$ cat src/rtl/gate_bist.sv
// rtl/gate_bist.sv - self-test sequencer sweeping the eight input vectors of a three-input complex gate
// Compares the gate output against a selectable reference after a programmable settle time.
module gate_bist #(
  parameter int unsigned SETTLE_CYCLES = 2
) (
  input  logic       clk,
  input  logic       rst_n,
  input  logic       start,
  input  logic [1:0] func_sel,
  input  logic       dut_y,
  output logic       dut_a,
  output logic       dut_b,
  output logic       dut_c,
  output logic       exp_y,
  output logic       busy,
  output logic       done,
  output logic       pass,
  output logic [3:0] fail_count,
  output logic [2:0] first_fail_vec,
  output logic       first_fail_valid
);

  typedef enum logic [1:0] {
    ST_IDLE = 2'd0,
    ST_RUN  = 2'd1,
    ST_DONE = 2'd2
  } state_t;

  localparam logic [3:0] SETTLE_LAST = 4'(SETTLE_CYCLES);

  state_t     state;
  logic [2:0] vec;
  logic [3:0] settle_cnt;
  logic [1:0] func_q;
  logic       mismatch;

  always_comb begin
    exp_y = 1'b0;
    case (func_q)
      2'd0:    exp_y = ~((vec[2] & vec[1]) | vec[0]);
      2'd1:    exp_y = ~((vec[2] | vec[1]) & vec[0]);
      2'd2:    exp_y = (vec[2] & vec[1]) | vec[0];
      default: exp_y = (vec[2] | vec[1]) & vec[0];
    endcase
  end

  assign mismatch = (dut_y != exp_y);

  always_ff @(posedge clk or negedge rst_n) begin
    if (!rst_n) begin
      state            <= ST_IDLE;
      vec              <= 3'd0;
      settle_cnt       <= 4'd0;
      func_q           <= 2'd0;
      dut_a            <= 1'b0;
      dut_b            <= 1'b0;
      dut_c            <= 1'b0;
      busy             <= 1'b0;
      done             <= 1'b0;
      pass             <= 1'b0;
      fail_count       <= 4'd0;
      first_fail_vec   <= 3'd0;
      first_fail_valid <= 1'b0;
    end else begin
      done <= 1'b0;
      case (state)
        ST_IDLE: begin
          if (start) begin
            state            <= ST_RUN;
            vec              <= 3'd0;
            settle_cnt       <= 4'd0;
            func_q           <= func_sel;
            {dut_a, dut_b, dut_c} <= 3'd0;
            busy             <= 1'b1;
            pass             <= 1'b0;
            fail_count       <= 4'd0;
            first_fail_vec   <= 3'd0;
            first_fail_valid <= 1'b0;
          end
        end

        ST_RUN: begin
          if (settle_cnt == SETTLE_LAST) begin
            settle_cnt <= 4'd0;
            if (mismatch) begin
              fail_count <= fail_count + 4'd1;
              if (!first_fail_valid) begin
                first_fail_vec   <= vec;
                first_fail_valid <= 1'b1;
              end
            end
            if (vec == 3'd7) begin
              // The vector-7 mismatch has not reached fail_count yet, so fold it in here.
              state <= ST_DONE;
              busy  <= 1'b0;
              done  <= 1'b1;
              pass  <= (fail_count == 4'd0) && !mismatch;
              {dut_a, dut_b, dut_c} <= 3'd0;
            end else begin
              vec <= vec + 3'd1;
              {dut_a, dut_b, dut_c} <= vec + 3'd1;
            end
          end else begin
            settle_cnt <= settle_cnt + 4'd1;
          end
        end

        ST_DONE: state <= ST_IDLE;

        default: state <= ST_IDLE;
      endcase
    end
  end

endmodule

$ cat config.mk
export PLATFORM = sky130hd
export DESIGN_NAME = gate_bist
export DESIGN_NICKNAME = d
export VERILOG_FILES = /design/src/rtl/gate_bist.sv
export SDC_FILE = /design/constraint.sdc
export NUM_CORES = 1
export LEC_CHECK = 0
export BUFFER_PORTS_ARGS = -buffer_cell sky130_fd_sc_hd__buf_4
export CORE_MARGIN = 1.5
export CORE_UTILIZATION = 40
export CTS_CLUSTER_DIAMETER = 30
export CTS_CLUSTER_SIZE = 8
export DETAILED_ROUTE_END_ITERATION = 7
export MAX_ROUTING_LAYER = met4
export PLACE_DENSITY = 0.6
export SLEW_MARGIN = 20
export SYNTH_ARGS = -nofsm -noshare
export SYNTH_HDL_FRONTEND = slang
export SYNTH_SLANG_ARGS = --single-unit
export TNS_END_PERCENT = 20
$ cat constraint.sdc
create_clock -name clk -period 1.9 [get_ports clk]
set_clock_uncertainty 0.2 [all_clocks]
set_input_delay 0.19 -clock clk [delete_from_list [all_inputs] [get_ports clk]]
set_output_delay 0.19 -clock clk [all_outputs]
set_load 0.005 [all_outputs]
==> impl_metrics.py <==
metrics = {
    "cells_and_area": {
        "nNetsFinal": 166,
        "nFillCells": 252,
        "multi_input_comb_area_um2": 609,
        "drive_gt1_frac": 0.359,
        "diodes": 0,
        "seqCellArea_um2": 626,
        "fin_area_um2": 1630,
        "postLayoutCoreUtil": 0.575,
        "area_growth_pct": 32.0,
    },
    "global_routing": {
        "grt-busiest-layer": "met2",
        "grtUsageMet1": 0.255,
        "antenna_found_initial": 0,
        "groute.usage.overall": 0.183,
        "grt_overflow": 0,
        "met3_usage": 0.0198,
        "met2_usage": 0.271,
        "grt_pass1_wl_um": 4600,
        "grt_max_degree": 26,
        "grt_pass1_vias": 1016,
    },
    "logic_synthesis": {
        "synth_nets": 125,
        "yosys_register_bits": 25,
        "async_flop_share": 1.00,
        "synth_cell_type_count": 37,
        "syn_area_um2": 1230,
        "synth_seq_area_share": 0.508,
        "synthFlopType": "dfrtp_1",
        "synth_edf_count": 0,
        "ys_warn_count": 0,
        "postSynthAreaPerCell_um2": 10.9,
        "syn_inst": 113,
    },
    "route": {
        "drt_iter0_markers": 27,
        "drt_pass1_iterations": 4,
        "via_per_inst": 5.34,
        "num_vias": 983,
        "drt-total-wl_um": 2630,
        "wl_per_cell_um": 14.3,
        "antenna_left": 0,
        "drc": 0,
    },
    "timing": {
        "rsz0062_at_grt": "true",
        "finalCritPeriodShare": 0.966,
        "hold_violations": 0,
        "worst_slew_pin_slew_ps": 505,
        "slew_headroom": 0.661,
        "fin_tns_setup_ps": 0,
        "setup_violations": 0,
        "maxSlewViolCount": 0,
        "timing.fmax_mhz": 545,
        "min_period_ps": 1840,
    },
    "critical_path": {
        "crit_chain": "buf_4, ha_1, ha_1, inv_1, o22ai_2, mux2_2",
        "crit_arrival_ps": 1860,
        "cpLargestDelayFamily": "flip-flops",
        "critPathCaptureType": "flop",
        "required_ps": 1920,
        "crit_path_top_delay_cell": "dfrtp_1",
        "r2r_setup_slack_ps": 60,
        "crit_path_frequent_cell": "ha_1",
        "critPathBufInv": 2,
        "max_stage_delay_ps": 440,
        "path_max_fanout": 4,
        "criticalPathCategory": "flop to flop",
        "cp-start-kind": "flop",
    },
    "clock_tree": {
        "cts.sinks": 25,
        "worst_skew_pair.late_latency_ps": 330,
        "numCtsBuffers": 3,
        "cts_buffer_depth": 2,
        "root_buffer": "clkbuf_4",
        "post_cts_buffers": 0,
        "cts_tree": "yes",
        "clkTransAtPathRegs_ps": 130,
        "htreeDepth": 1,
    },
    "hold_path": {
        "hp-class": "primary input to flop",
    },
    "placement": {
        "portBuffers": 20,
        "hpwl_um": 2000,
        "gp_congestion": 0.824,
        "postPlaceCellArea_um2": 1540,
    },
    "power": {
        "p_total_mw": 2.58,
        "clock_power_share": 0.093,
        "p_switching_mw": 1.00,
        "p_seq_frac": 0.369,
        "combPwrFrac": 0.539,
        "p_int_mw": 1.58,
        "p_leak_nw": 0.799,
        "power_density_nw_per_um2": 1590,
        "p_sw_frac": 0.388,
        "irDropWorstVdd_mv": 0.886,
    },
    "floorplan": {
        "num_rows": 19,
        "die-width_um": 58.5,
        "die_y_um": 58.5,
        "ios": 21,
        "core_area_um2": 2830,
        "initial_core_util": 0.436,
        "dieArea_um2": 3420,
    },
    "run": {
        "cap_violations": 0,
    },
    "run_status": {
        "status": "complete, no violations",
    },
}
## placed cells by master, fill, tap and decap left out, types with 2 or more instances in the layout
cell type | synthesis | layout
a21o_1 | 2 | 2
a21oi_1 | 4 | 2
a21oi_2 | 1 | 3
a22o_1 | 6 | 6
buf_4 | 0 | 35
clkbuf_4 | 0 | 3
dfrtp_1 | 25 | 25
dlygate4sd3_1 | 0 | 3
ha_1 | 6 | 6
inv_1 | 9 | 9
mux2_1 | 2 | 2
mux2_2 | 2 | 2
nand2_1 | 11 | 11
nand2b_1 | 2 | 2
nand3_1 | 5 | 5
nor2_1 | 3 | 2
nor2_4 | 1 | 2
nor3_1 | 3 | 2
o211ai_1 | 2 | 2
o21ai_0 | 2 | 2
o21ai_1 | 2 | 2
o31ai_1 | 3 | 3
xnor2_1 | 3 | 2
## per-stage QoR
step,std cells,setup slack [ps],hold slack [ps]
floorplan,113,9.83,-306
global placement,177,37.2,-92.3
detailed placement,177,43.0,-86.8
CTS,184,22.5,43.3
global route,184,-25.3,66.0
finish,184,64.8,47.3
## state kept, by name (all words and copies together) (netlist names)
| name | count |
|---|---|
| dut_c | 1 |
| dut_b | 1 |
| pass | 1 |
| first_fail_vec | 3 |
| busy | 1 |
| vec | 3 |
| done | 1 |
| first_fail_valid | 1 |
| state | 2 |
| fail_count | 4 |
| settle_cnt | 4 |
| func_q | 2 |
| dut_a | 1 |
## final timing paths
| path | start | end | depth (start not counted) |
|---|---|---|---|
| setup / recovery | vec[0] | vec[0] | 6 |
| hold / removal | start | settle_cnt[0] | 4 |
| setup reg to reg | vec[0] | vec[0] | 6 |
| hold reg to reg | dut_c | dut_c | 2 |
| max in group asynchronous | rst_n | dut_c | 2 |
| min in group asynchronous | rst_n | settle_cnt[2] | 2 |
## power by group through the flow
| stage | Sequential (mW) | Clock, mW | Combinational, mW |
|---|---|---|---|
| after global routing | 0.986 | 0.267 | 1.55 |
| after global placement | 0.945 | 0 | 1.31 |
| after CTS | 0.944 | 0.248 | 1.34 |
| after detailed placement | 0.956 | 0 | 1.32 |
| after floorplan | 0.949 | 0 | 0.743 |
| final | 0.952 | 0.240 | 1.39 |
## metal layers
| metal | vias to the layer above | wire length (um) |
|---|---|---|
| met1 | 475 | 1270 |
| met2 | 21 | 1220 |
| met3 | 6 | 92 |
| li1 | 481 | - |
| met4 | 0 | 54 |
| met5 | - | 0 |
## synth_stat cells (2+ instances only)
master,count,area (um2)
nand2b_1,2,12.5
o21ai_1,2,10.0
a22o_1,6,52.6
nor3b_2,2,25.0
inv_1,9,33.8
o31ai_1,3,22.5
nand2_1,11,41.3
nor3_1,3,15.0
mux2_2,2,22.5
a21o_1,2,15.0
o211ai_1,2,15.0
o21ai_0,2,10.0
o22ai_1,2,12.5
nand3_1,5,25.0
xnor2_1,3,26.3
a21oi_1,4,20.0
ha_1,6,75.1
dfrtp_1,25,626
mux2_1,2,22.5
nor2_1,3,11.3
## tightest hold or removal path: stages
cell      delay [ps]
buf_4             90
o21bai_1         120
nand2_1           90
o31ai_1           50
## cell families (layout without fill, tap and decap cells)
logic type	Yosys count	count (layout)	synth area share
simple gates	32	32	0.142
compound gates	30	30	0.182
buf+inv	11	51	0.0345
xor+xnor	4	4	0.0284
flops	25	25	0.508
fa+ha+maj	6	6	0.0609
mux	5	5	0.0447
## cell type report
class,count,share of cell area
clock buffers,4,0.0162
well taps,31,0.0238
flip-flops and latches,25,0.385
multi-input cells,77,0.375
repair buffers,38,0.180
inverters,9,0.0208
## timing repair
item                                    in CTS  in global routing
hold endpoints to repair                    27                  0
hold buffers                                 3                  0
endpoints found under the setup margin       0                 13
gates resized for setup                      0                  9
No activity file was read; power rests on OpenSTA's default activity.
